### src/rtl/puf_verifier_pkg.sv
// Shared types and widths for the RO-PUF challenge/response verifier.
package puf_verifier_pkg;

    localparam int unsigned CHAL_W = 4;
    localparam int unsigned RESP_W = 16;
    localparam int unsigned HD_W   = 5;
    localparam int unsigned HDT_W  = 8;

    typedef enum logic [1:0] {
        StIdle,
        StIssue,
        StEval,
        StDone
    } state_e;

endpackage

### src/rtl/puf_popcount16.sv
// Combinational Hamming weight of a 16-bit word.
module puf_popcount16
    import puf_verifier_pkg::*;
(
    input  logic [RESP_W-1:0] data,
    output logic [HD_W-1:0]   count
);

    always_comb begin
        count = '0;
        for (int i = 0; i < RESP_W; i++) begin
            count = count + HD_W'(data[i]);
        end
    end

endmodule

### src/rtl/puf_chal_verifier.sv
// Enrolls and verifies RO-PUF responses against an internal 16-entry table.
// Optional ack timeout enabled by defining PUF_VERIFIER_TIMEOUT_EN.
module puf_chal_verifier
    import puf_verifier_pkg::*;
#(
    parameter int unsigned NUM_CHAL    = 4,
    parameter int unsigned HD_THRESH   = 3,
    parameter int unsigned TIMEOUT_CYC = 1024
) (
    input  logic              clk,
    input  logic              rst_n,
    input  logic              start,
    input  logic              enroll,
    input  logic [CHAL_W-1:0] chal_base,
    output logic              puf_req,
    output logic [CHAL_W-1:0] puf_chal,
    input  logic              puf_ack,
    input  logic [RESP_W-1:0] puf_resp,
    output logic              busy,
    output logic              done,
    output logic              pass,
    output logic              err_timeout,
    output logic [HDT_W-1:0]  hd_total
);

    localparam logic [CHAL_W-1:0] LastIdx = CHAL_W'(NUM_CHAL - 1);
    localparam logic [HD_W-1:0]   HdThr   = HD_W'(HD_THRESH);

    state_e              state_q, state_d;
    logic                enroll_q, enroll_d;
    logic [CHAL_W-1:0]   base_q, base_d;
    logic [CHAL_W-1:0]   idx_q, idx_d;
    logic [RESP_W-1:0]   resp_q, resp_d;
    logic [HDT_W-1:0]    hd_total_q, hd_total_d;
    logic                fail_q, fail_d;
    logic                pass_q, pass_d;
    logic [15:0]         valid_q, valid_d;
    logic [RESP_W-1:0]   table_q [16];

    logic [HD_W-1:0]     hd;
    logic [HDT_W:0]      hd_sum;
    logic [HDT_W-1:0]    hd_sat;
    logic                tmo_hit;

    assign puf_chal = base_q + idx_q;

    puf_popcount16 u_popcount (
        .data  (resp_q ^ table_q[puf_chal]),
        .count (hd)
    );

    assign hd_sum = {1'b0, hd_total_q} + (HDT_W + 1)'(hd);
    assign hd_sat = hd_sum[HDT_W] ? '1 : hd_sum[HDT_W-1:0];

`ifdef PUF_VERIFIER_TIMEOUT_EN
    localparam int unsigned TmoW = $clog2(TIMEOUT_CYC + 1);

    logic [TmoW-1:0] tmo_cnt_q;
    logic            err_q;

    // Counter restarts on every ISSUE entry; an ack in the expiry cycle still wins.
    always_ff @(posedge clk or negedge rst_n) begin
        if (!rst_n) begin
            tmo_cnt_q <= '0;
            err_q     <= 1'b0;
        end else begin
            if (state_q == StIssue && !puf_ack) begin
                tmo_cnt_q <= tmo_cnt_q + TmoW'(1);
            end else begin
                tmo_cnt_q <= '0;
            end
            if (state_q == StIdle && start) begin
                err_q <= 1'b0;
            end else if (state_q == StIssue && !puf_ack && tmo_hit) begin
                err_q <= 1'b1;
            end
        end
    end

    assign tmo_hit     = (tmo_cnt_q == TmoW'(TIMEOUT_CYC - 1));
    assign err_timeout = err_q;
`else
    logic unused_tmo_cfg;
    assign unused_tmo_cfg = ^TIMEOUT_CYC;
    assign tmo_hit        = 1'b0;
    assign err_timeout    = 1'b0;
`endif

    always_comb begin
        state_d    = state_q;
        enroll_d   = enroll_q;
        base_d     = base_q;
        idx_d      = idx_q;
        resp_d     = resp_q;
        hd_total_d = hd_total_q;
        fail_d     = fail_q;
        pass_d     = pass_q;
        valid_d    = valid_q;
        unique case (state_q)
            StIdle: begin
                if (start) begin
                    state_d    = StIssue;
                    enroll_d   = enroll;
                    base_d     = chal_base;
                    idx_d      = '0;
                    hd_total_d = '0;
                    fail_d     = 1'b0;
                    pass_d     = 1'b0;
                end
            end
            StIssue: begin
                if (puf_ack) begin
                    resp_d  = puf_resp;
                    state_d = StEval;
                end else if (tmo_hit) begin
                    state_d = StDone;
                end
            end
            StEval: begin
                if (enroll_q) begin
                    valid_d[puf_chal] = 1'b1;
                end else begin
                    hd_total_d = hd_sat;
                    if (hd > HdThr || !valid_q[puf_chal]) begin
                        fail_d = 1'b1;
                    end
                end
                if (idx_q != LastIdx) begin
                    idx_d   = idx_q + CHAL_W'(1);
                    state_d = StIssue;
                end else begin
                    state_d = StDone;
                    pass_d  = !enroll_q && !fail_d;
                end
            end
            StDone: begin
                state_d = StIdle;
            end
            default: begin
                state_d = StIdle;
            end
        endcase
    end

    always_ff @(posedge clk or negedge rst_n) begin
        if (!rst_n) begin
            state_q    <= StIdle;
            enroll_q   <= 1'b0;
            base_q     <= '0;
            idx_q      <= '0;
            resp_q     <= '0;
            hd_total_q <= '0;
            fail_q     <= 1'b0;
            pass_q     <= 1'b0;
            valid_q    <= '0;
        end else begin
            state_q    <= state_d;
            enroll_q   <= enroll_d;
            base_q     <= base_d;
            idx_q      <= idx_d;
            resp_q     <= resp_d;
            hd_total_q <= hd_total_d;
            fail_q     <= fail_d;
            pass_q     <= pass_d;
            valid_q    <= valid_d;
        end
    end

    // Table contents survive reset; only the valid bits are cleared.
    always_ff @(posedge clk) begin
        if (state_q == StEval && enroll_q) begin
            table_q[puf_chal] <= resp_q;
        end
    end

    assign puf_req  = (state_q == StIssue);
    assign busy     = (state_q != StIdle);
    assign done     = (state_q == StDone);
    assign pass     = pass_q;
    assign hd_total = hd_total_q;

endmodule

### config.mk
export PLATFORM = sky130hd
export DESIGN_NAME = puf_chal_verifier
export DESIGN_NICKNAME = d
export VERILOG_FILES = /design/src/rtl/puf_verifier_pkg.sv /design/src/rtl/puf_popcount16.sv /design/src/rtl/puf_chal_verifier.sv
export SDC_FILE = /design/constraint.sdc
export NUM_CORES = 1
export LEC_CHECK = 0
export ABC_AREA = 1
export CORE_ASPECT_RATIO = 0.5
export CORE_MARGIN = 3
export CORE_UTILIZATION = 28
export CTS_CLUSTER_SIZE = 25
export DETAILED_ROUTE_END_ITERATION = 8
export GPL_ROUTABILITY_DRIVEN = 0
export SLEW_MARGIN = 20
export SYNTH_ARGS = -nofsm -noshare
export SYNTH_HDL_FRONTEND = slang
export SYNTH_HIERARCHICAL = 1
export SYNTH_SLANG_ARGS = --single-unit
### constraint.sdc
create_clock -name clk -period 9 [get_ports clk]
set_clock_uncertainty 0.2 [all_clocks]
set_input_delay 0.9 -clock clk [delete_from_list [all_inputs] [get_ports clk]]
set_output_delay 0.9 -clock clk [all_outputs]
set_load 0.05 [all_outputs]
# [Yosys cells after proc, flatten, opt, wreduce, memory -nomap -nowiden]
# Memories as Yosys holds them, arrays and structs flattened.
# Index checks and enable logic that the tools add are counted.
[word_totals] romBits=0 out_inout_bits=17 latchBits=0 memories=1 ff_bits=53 ramBits=256
[mem_list] memory="table_q" words=16 word_bits=16 read_ports=1 rd_ports_with_merged_regs=0 wr=1 line="puf_chal_verifier.sv:38" source="logic [RESP_W-1:0] table_q [16];"
[classes] shifts=0 order_cmp=3 add_sub_neg=18 reduce_logical=18 n_div=0 bitwise_logic=2 multipliers=0 n_eq_ne=9 muxes=24
[op_table] op="adder 5 x 1 -> 5 bit" n=14
[op_table] op="2-to-1 mux 8 bit" n=3
[op_table] op="OR 16 bit" n=1
[op_table] op="one-hot mux 8 bit (2 select lines)" n=1
[op_table] op="XOR 16 bit" n=1
[op_table] op="AND reduction 2 bit" n=5
[op_table] op="adder 8 x 5 -> 9 bit" n=1
[op_table] op="2-to-1 mux 1 bit" n=9
[op_table] op="AND reduction 3 bit" n=3
[op_table] op="2-to-1 mux 4 bit" n=2
[op_table] op="inequality test 2 bit (second input constant)" n=4
[op_table] op="one-hot mux 2 bit (4 select lines)" n=1
[op_table] op="one-hot mux 4 bit (2 select lines)" n=1
[op_table] op="2-to-1 mux 2 bit" n=3
[op_table] op="> comparator 5 x 2 -> 1 bit (second input constant)" n=1
[op_table] op="less-than comparator 4 x 5 -> 1 bit (second input constant)" n=1
[op_table] op="adder 4 x 1 -> 4 bit (second input constant)" n=1
[op_table] op="adder 4 bit" n=1
[op_table] op="binary-select mux 1 bit (select 4 bit)" n=1
[op_table] op="demux 1 bit (select 4 bit)" n=1
[op_table] op="equality test 2 bit (second input constant)" n=2
[op_table] op=">= comparator 4 x 1 -> 1 bit (second input constant)" n=1
[op_table] op="inequality test 4 x 2 -> 1 bit (second input constant)" n=1
[op_table] op="one-hot mux 1 bit (2 select lines)" n=2
[op_table] op="8 further kinds" n=13

# [Longest topological paths before layout]
# Gate-level depths: netlist of the first run.
# An unclocked memory read counts as a cell.
[depth] ltp_word=27 ltp_mapped=36 mapped_depth_nobuf=33

# [Hierarchy]
# The synthesis of the first run kept the hierarchy.
[modules_own_cells] module="puf_chal_verifier" area_each_um2=12838.6 seq_area_each_um2=9013.6 instances=1 cells_per_inst=1096
[modules_own_cells] module="puf_popcount16" area_each_um2=414.1 seq_area_each_um2=0.0 instances=1 cells_per_inst=52

# [Worst setup path after synthesis of the first run]
# OpenSTA, ideal clock, no wires.
[synth_timing] kind="register to register" startpoint="reg idx_q[0]" endpoint="reg hd_total_q[7], in the netlist hd_total[7]" path_stages_with_launch=35 arrival_time_ps=6548 path_buffers=2 setup_slack_ps=2127 t_required_ps=8675 path_cell_list="dfrtp_1 ha_1 fa_1 buf_2 nand2_2 buf_2 or2_2 o211ai_1 nand2_1 nand2_1 nand2_1 nand3_1 nand2_1 nand2_1 inv_1 fa_1 fa_1 fa_1 fa_1 inv_1 ha_1 inv_1 fa_1 inv_1 fa_1 nand2_1 nand2_1 nand2_1 nand2_1 a21oi_1 inv_1 nand2_1 nand3_1 o211ai_1 nand2_1"
[synth_between] elab_chain_len=22
[synth_rtl] item="from (decl)" line="puf_chal_verifier.sv:32" source="logic [CHAL_W-1:0] idx_q, idx_d;"
[synth_rtl] item="from (signal assigned)" line="puf_chal_verifier.sv:160" source="idx_q <= idx_d;"
[synth_rtl] item="adder 4 bit *" line="puf_chal_verifier.sv:45" source="assign puf_chal = base_q + idx_q;"
[synth_rtl] item="net puf_chal[1]" line="puf_chal_verifier.sv:16" source="output logic [CHAL_W-1:0] puf_chal,"
[synth_rtl] item="memory (16 x 16 bit) *"
[synth_rtl] item="XOR 16 bit *" line="puf_chal_verifier.sv:48" source=".data (resp_q ^ table_q[puf_chal]),"
[synth_rtl] item="adder 1 x 1 -> 2 bit" line="puf_popcount16.sv:12" source="count = count + HD_W'(data[i]);"
[synth_rtl] item="adder 5 x 1 -> 5 bit (13 in a row)" line="puf_popcount16.sv:12"
[synth_rtl] item="adder 5 x 1 -> 5 bit *" line="puf_popcount16.sv:12"
[synth_rtl] item="net hd[1]" line="puf_chal_verifier.sv:40" source="logic [HD_W-1:0] hd;"
[synth_rtl] item="adder 8 x 5 -> 9 bit *" line="puf_chal_verifier.sv:52" source="assign hd_sum = {1'b0, hd_total_q} + (HDT_W + 1)'(hd);"
[synth_rtl] item="2-to-1 mux 8 bit *" line="puf_chal_verifier.sv:53" source="assign hd_sat = hd_sum[HDT_W] ? '1 : hd_sum[HDT_W-1:0];"
[synth_rtl] item="2-to-1 mux 8 bit *" line="puf_chal_verifier.sv:120" source="if (enroll_q) begin"
[synth_rtl] item="one-hot mux 8 bit (2 select lines) *" line="puf_chal_verifier.sv:99" source="unique case (state_q)"
[synth_rtl] item="to (signal assigned)" line="puf_chal_verifier.sv:162" source="hd_total_q <= hd_total_d;"
[synth_rtl] item="to (decl)" line="puf_chal_verifier.sv:34" source="logic [HDT_W-1:0] hd_total_q, hd_total_d;"
# Mark *: on every way through the listed nets, which the timed path passes. The rest lies on a longest branch. The select of a mux whose other input is x is not followed.
# A chain may end at the register's enable or synchronous reset.

# [Worst setup path in the final report of the first run]
[layout_timing] startpoint="reg idx_q[0]" endpoint="reg hd_total_q[2], in the netlist hd_total[2]"
[layout_between] elab_chain_len=22
[layout_rtl] item="adder 4 bit *" line="puf_chal_verifier.sv:45"
[layout_rtl] item="memory (16 x 16 bit) *"
[layout_rtl] item="XOR 16 bit *" line="puf_chal_verifier.sv:48"
[layout_rtl] item="adder 1 x 1 -> 2 bit" line="puf_popcount16.sv:12"
[layout_rtl] item="adder 5 x 1 -> 5 bit (13 in a row)" line="puf_popcount16.sv:12"
[layout_rtl] item="adder 5 x 1 -> 5 bit *" line="puf_popcount16.sv:12"
[layout_rtl] item="net hd[2]" line="puf_chal_verifier.sv:40"
[layout_rtl] item="adder 8 x 5 -> 9 bit *" line="puf_chal_verifier.sv:52"
[layout_rtl] item="2-to-1 mux 8 bit *" line="puf_chal_verifier.sv:53"
[layout_rtl] item="2-to-1 mux 8 bit *" line="puf_chal_verifier.sv:120"
[layout_rtl] item="one-hot mux 8 bit (2 select lines) *" line="puf_chal_verifier.sv:99"
# Marked as above.

==> results.json, run 1 <==
{
  "end_kind": "flip-flop",
  "period_minus_slack_ns": 7.74,
  "ys_warn_count": 6,
  "critPathMaxStageDelay_ns": 0.74,
  "syn_area_um2": 13300,
  "htree_levels": 2,
  "routed_via_density": 4.63,
  "finalHoldViolations": 0,
  "whs_ns": 0.256,
  "cp-endpoint": "hd_total[2]$_DFFE_PN0P_",
  "io_buffers": 40,
  "top_usage_layer": "met2",
  "fmax_mhz": 129,
  "max_cap_viol_count": 0,
  "crit_start": "idx_q[0]$_DFFE_PN0P_",
  "cts-buffers-inserted": 34,
  "hold_start": "valid_q[15]$_DFFE_PN0P_",
  "use_met2_pct": 21.4,
  "num_antenna_cells": 0,
  "postSynthAreaPerCell_um2": 11.5,
  "finalCritPeriodShare_pct": 86.0,
  "die_area_um2": 50100,
  "drc": 0,
  "die_x_um": 314,
  "routed_wl_um": 31800,
  "grt_max_degree": 74,
  "cts.path.max_buffers": 3,
  "wl_per_cell_um": 17.3,
  "drive_above_1_share_pct": 9.63,
  "antenna_found_initial": 0,
  "post-synth-top-area-cell": "edfxtp_1",
  "clk_latency_ns": 0.51,
  "drt_iter0_drc": 554,
  "layout.nets": 1241,
  "ys_seq_elements": 309,
  "synth.area.top_cells": "edfxtp_1, dfrtp_1, nand2_1, nor2_1, o21ai_0",
  "ant_nets": 0,
  "r2r_slack_ns": 1.26,
  "worstSetupPathType": "flip-flop to flip-flop",
  "cts_tree": "yes",
  "cts_setup_buffers": 0,
  "grt_pass1_wl_um": 50000,
  "synth_nets": 1199,
  "drt_pass1_iterations": 5,
  "syn_to_final_growth_pct": 16.6,
  "yosysSeqAreaShare_pct": 68.0,
  "rows": 55,
  "r2r_cells": 30,
  "clk_pin_slew_ns": 0.06,
  "grt_remaining_overflow": 0,
  "use_met3_pct": 1.91,
  "setup_slack_ns": 1.26,
  "worstPathMaxFanout": 43,
  "hold_class": "flip-flop to flip-flop",
  "track_usage_pct": 12.7,
  "nFillCells": 4593,
  "final_util_pct": 33.6,
  "cp_common_cell": "nand2_1",
  "use_met1_pct": 17.1,
  "startpoint_type": "flip-flop",
  "num_vias": 8529,
  "worst_pin_slew_ns": 1.11,
  "numClockSinks": 309,
  "post-place-ws_ns": 1.37,
  "timing.rr.start": "idx_q[0]$_DFFE_PN0P_",
  "die_h_um": 160,
  "slowest_stage": "fa_1",
  "rsz0062_at_grt": "false",
  "synthDistinctLibCells": 33,
  "finalSetupViolations": 0,
  "syn_inst": 1148,
  "hpwl_um": 18600,
  "initial_utilization_pct": 28.8,
  "root_buffer": "clkbuf_16",
  "cts_resized": 0,
  "cts_hold_repair.buffers": 0,
  "required_ns": 9.20,
  "drv_slew": 0,
  "ios": 42,
  "synth_top_area_share_pct": 58.0,
  "slew_headroom_pct": 26.0,
  "core_area_um2": 46000,
  "outcome": "finished, final reports clean",
  "grt_pass1_vias": 8556,
  "cp_data_arrival_time_ns": 7.94,
  "reg2reg_to": "hd_total[2]$_DFFE_PN0P_",
  "final.setup.tns_ns": 0
}
## flip-flops by register name, indices dropped and copies added (netlist names)
register	cells
hd_total	8
base_q	4
enroll_q	1
valid_q	16
pass	1
resp_q	16
fail_q	1
table_q	256
state_q	2
idx_q	4
## worst max-delay path: cells and delay by family (launching register included)
family          cells  cell delay (ns)
fa+ha+maj           9             3.87
simple gates       13             2.23
compound gates      4             0.51
flops               1             0.43
buf+inv             3             0.19
xor+xnor            1             0.17
## cell usage in the layout, fill, tap and decap left out, drive strengths merged, types with 4 or more instances in the layout
cell type and instances:
edfxtp 256, nand2 235, nor2 172, o21ai 92, inv 79, dfrtp 53
clkbuf 44, clkdlybuf4s50 39, or2 36, o211ai 34, o221ai 32, nand3 30
a21oi 24, nand4 18, buf 16, ha 14, fa 12, clkinv 11
xnor2 4
## through the flow
step | instances | cell area, um^2
floorplan | 1148 | 13300
global placement | 1781 | 14400
detailed placement | 1781 | 14400
CTS | 1842 | 15400
global route | 1842 | 15500
finish | 1842 | 15500
## cells by family (layout without fill, tap and decap cells)
kind of cell / Yosys count / after routing / synth area share, %
adder cells (fa/ha/maj): 26 / 26 / 3.13
other: 1 / 1 / 0.0283
AO/OA/AOI/OAI: 185 / 185 / 8.56
XOR/XNOR: 7 / 7 / 0.661
buffers and inverters: 128 / 195 / 4.20
AND/OR/NAND/NOR: 492 / 492 / 15.4
flip-flops: 309 / 309 / 68.0
## synthesized netlist by cell type
cell      instances
conb_1            1
nor2_4            2
clkinv_1          1
nor2_1          170
nand3_1          30
o21ai_0          65
ha_1             14
o21ai_1          27
o211ai_1         34
xnor2_2           1
inv_1            75
a21oi_1          24
o22ai_1           1
xnor2_1           2
a31oi_1           2
xor2_1            3
buf_4             8
or2_2            25
edfxtp_1        256
dfrtp_1          53
nor3_1            1
inv_2             3
buf_6             4
clkbuf_1         22
or2_1            11
buf_1             2
fa_1             12
xnor2_4           1
o221ai_1         32
nand4_1          18
nand2_2           2
nand2_1         233
buf_2            13
## how the worst min path moves through the flow
stage | to | cells past startpoint | slack, ns
floorplan | valid_q[10]$_DFFE_PN0P_ | 2 | 0.23
global placement | valid_q[8]$_DFFE_PN0P_ | 2 | 0.24
detailed placement | valid_q[0]$_DFFE_PN0P_ | 2 | 0.25
CTS | valid_q[0]$_DFFE_PN0P_ | 2 | 0.26
global route | valid_q[12]$_DFFE_PN0P_ | 1 | 0.27
finish | valid_q[15]$_DFFE_PN0P_ | 2 | 0.26
## metal layers
layer	vias to the layer above	wire [um]
met1	4197	14400
li1	4070	-
met5	-	0
met4	0	692
met2	211	15200
met3	51	1590
## layout make-up
type | instances | area (um^2) | share of cell area [%]
flip-flops and latches | 309 | 9010 | 58.3
repair buffers | 55 | 520 | 3.37
clock inverters | 17 | 165 | 1.07
multi-input cells | 711 | 3760 | 24.4
well taps | 627 | 785 | 5.08
clock buffers | 44 | 910 | 5.89
inverters | 79 | 297 | 1.92
Power of run 1 is not shown: default switching activity piles up to over one toggle a cycle in this logic, so the estimate is an artifact.
==> run 2, diff against run 1 <==
- SYNTH_HIERARCHICAL: 1 -> not set
==> run 2 against run 1 <==
Compared with the run above:
- routed wire length down 3.2%
- non-clock buffer count up 5
- first-iteration DRC count up 52%
- cell area down 1.1%
- area after synthesis down 0.20%
- worst setup slack worse by 0.00080 ns
- utilization down 0.31 points
==> results.json, run 2 <==
{
  "wl_per_cell_um": 16.8,
  "post-synth-top-area-cell": "edfxtp_1",
  "worstPathMaxFanout": 58,
  "period_minus_slack_ns": 7.74,
  "layout_common_cells": "edfxtp_1, nand2_1, nor2_1, o21ai_0, inv_1",
  "largest_register_ffs": 256,
  "ios": 42,
  "syn_to_final_growth_pct": 15.6,
  "slowest_stage": "fa_1",
  "yosysSeqAreaShare_pct": 68.1,
  "timing.rr.start": "idx_q[0]$_DFFE_PN0P_",
  "max_flop_register": "table_q",
  "cts.path.max_buffers": 3,
  "worst_pin_slew_ns": 1.13,
  "syn_area_um2": 13200,
  "cts-buffers-inserted": 30,
  "io_buffers": 40,
  "cts_tree": "yes",
  "drt_pass1_iterations": 6,
  "worstSetupPathType": "flip-flop to flip-flop",
  "finalHoldViolations": 0,
  "drt_iter0_drc": 841,
  "antenna_found_initial": 0,
  "cts_setup_buffers": 0,
  "synth-main-ff-cell": "edfxtp_1",
  "whs_ns": 0.257,
  "grt_max_degree": 77,
  "grt_remaining_overflow": 0,
  "setup_slack_ns": 1.26,
  "initial_utilization_pct": 28.8,
  "hold_start": "valid_q[9]$_DFFE_PN0P_",
  "ys_seq_elements": 309,
  "finalSetupViolations": 0,
  "startpoint_type": "flip-flop",
  "routed_via_density": 4.60,
  "track_usage_pct": 12.2,
  "numClockSinks": 309,
  "layout_commonest_cell": "edfxtp_1",
  "final.setup.tns_ns": 0,
  "reg.largest.list": "table_q: 256 flops, resp_q: 16 flops, valid_q: 16 flops",
  "grt_pass1_wl_um": 48700,
  "max_cap_viol_count": 0,
  "synth.area.top_cells": "edfxtp_1, dfrtp_1, nand2_1, nor2_1, o21ai_0",
  "cts_resized": 0,
  "grt_pass1_vias": 8276,
  "routed_wl_um": 30800,
  "die_h_um": 160,
  "synth_commonest_cells": "edfxtp_1, nand2_1, nor2_1, o21ai_0, inv_1",
  "syn_inst": 1133,
  "num_vias": 8404,
  "multi_input_area_um2": 3720,
  "hpwl_um": 18200,
  "hold_class": "flip-flop to flip-flop",
  "finalCritPeriodShare_pct": 86.0,
  "slew_headroom_pct": 24.4,
  "end_kind": "flip-flop",
  "synthDistinctLibCells": 36,
  "ys_warn_count": 0,
  "nFillCells": 4539,
  "root_buffer": "clkbuf_16",
  "rows": 55,
  "synth_top_area_share_pct": 58.1,
  "rsz0062_at_grt": "false",
  "cts_hold_repair.buffers": 0,
  "crit_start": "idx_q[0]$_DFFE_PN0P_",
  "htree_levels": 1,
  "num_antenna_cells": 0,
  "drv_slew": 0,
  "synth.most_common_cell": "edfxtp_1",
  "fmax_mhz": 129,
  "required_ns": 9.28,
  "outcome": "finished, final reports clean",
  "layout.nets": 1229,
  "postSynthAreaPerCell_um2": 11.7,
  "post-place-ws_ns": 1.28,
  "die_area_um2": 50000,
  "clk_latency_ns": 0.56,
  "core_area_um2": 45900,
  "cp_data_arrival_time_ns": 8.02,
  "synth_enable_flop_cells": 256,
  "drc": 0,
  "drive_above_1_share_pct": 8.74,
  "clk_pin_slew_ns": 0.06,
  "critPathMaxStageDelay_ns": 0.67,
  "synth_nets": 1185,
  "synth-async-reset-ratio_pct": 17.2,
  "seqCellArea_um2": 9010,
  "die_x_um": 313,
  "ant_nets": 0
}
## run 2: logic make-up (layout without fill, tap and decap cells)
group           Yosys count  count (layout)  synth area share, %
fa+ha+maj                27              27                 3.24
flops                   309             309                 68.1
compound gates          189             189                 8.68
other cells               1               1               0.0284
buf+inv                 115             183                 3.98
simple gates            486             486                 15.4
xor+xnor                  6               6                0.568
## run 2: critical path: cells and delay by family (launching register included)
family          cells  cell delay, ns
flops               1            0.44
buf+inv             3            0.68
xor+xnor            1            0.20
fa+ha+maj          10            4.47
compound gates      4            0.53
simple gates       10            1.14
## run 2: cell type report
type	count	area share (%)
well taps	627	5.13
repair buffers	60	3.81
multi-input cells	709	24.3
flip-flops and latches	309	59.0
clock buffers	35	5.03
clock inverters	21	1.10
inverters	67	1.65
## run 2: stage by stage
stage	util (%)	cell area [um^2]	std cells
floorplan	-	13200	1133
global placement	31.2	14300	1772
detailed placement	31.2	14300	1772
CTS	33.3	15300	1828
global route	33.3	15300	1828
finish	33.3	15300	1828
## run 2: metal layers
| metal | global-route usage [%] | vias to the layer above | share of wire [%] |
|---|---|---|---|
| li1 | - | 4053 | - |
| met1 | 17.4 | 4133 | 47 |
| met2 | 20.0 | 182 | 47 |
| met3 | 1.32 | 36 | 4.5 |
| met4 | 2.72 | 0 | 1.8 |
| met5 | 0 | - | 0 |
## run 2: worst paths after layout
| check | end | slack (ns) | depth (start not counted) |
|---|---|---|---|
| worst max-delay path | hd_total[2]$_DFFE_PN0P_ | 1.26 | 28 |
| worst min-delay path | valid_q[9]$_DFFE_PN0P_ | 0.26 | 2 |
| worst max register to register | hd_total[2]$_DFFE_PN0P_ | 1.26 | 28 |
| worst min register to register | valid_q[9]$_DFFE_PN0P_ | 0.26 | 2 |
| max in group asynchronous | valid_q[14]$_DFFE_PN0P_ | 7.84 | 2 |
| min in group asynchronous | resp_q[8]$_DFFE_PN0P_ | 0.29 | 2 |
Power of run 2 is left out for the same reason.
==> run 3, diff against run 2 <==
- TNS_END_PERCENT: not set -> 100
==> results of run 3 <==
Final layout, timing and power as in run 2 (identical DEF).
Power of run 3 is left out for the same reason.
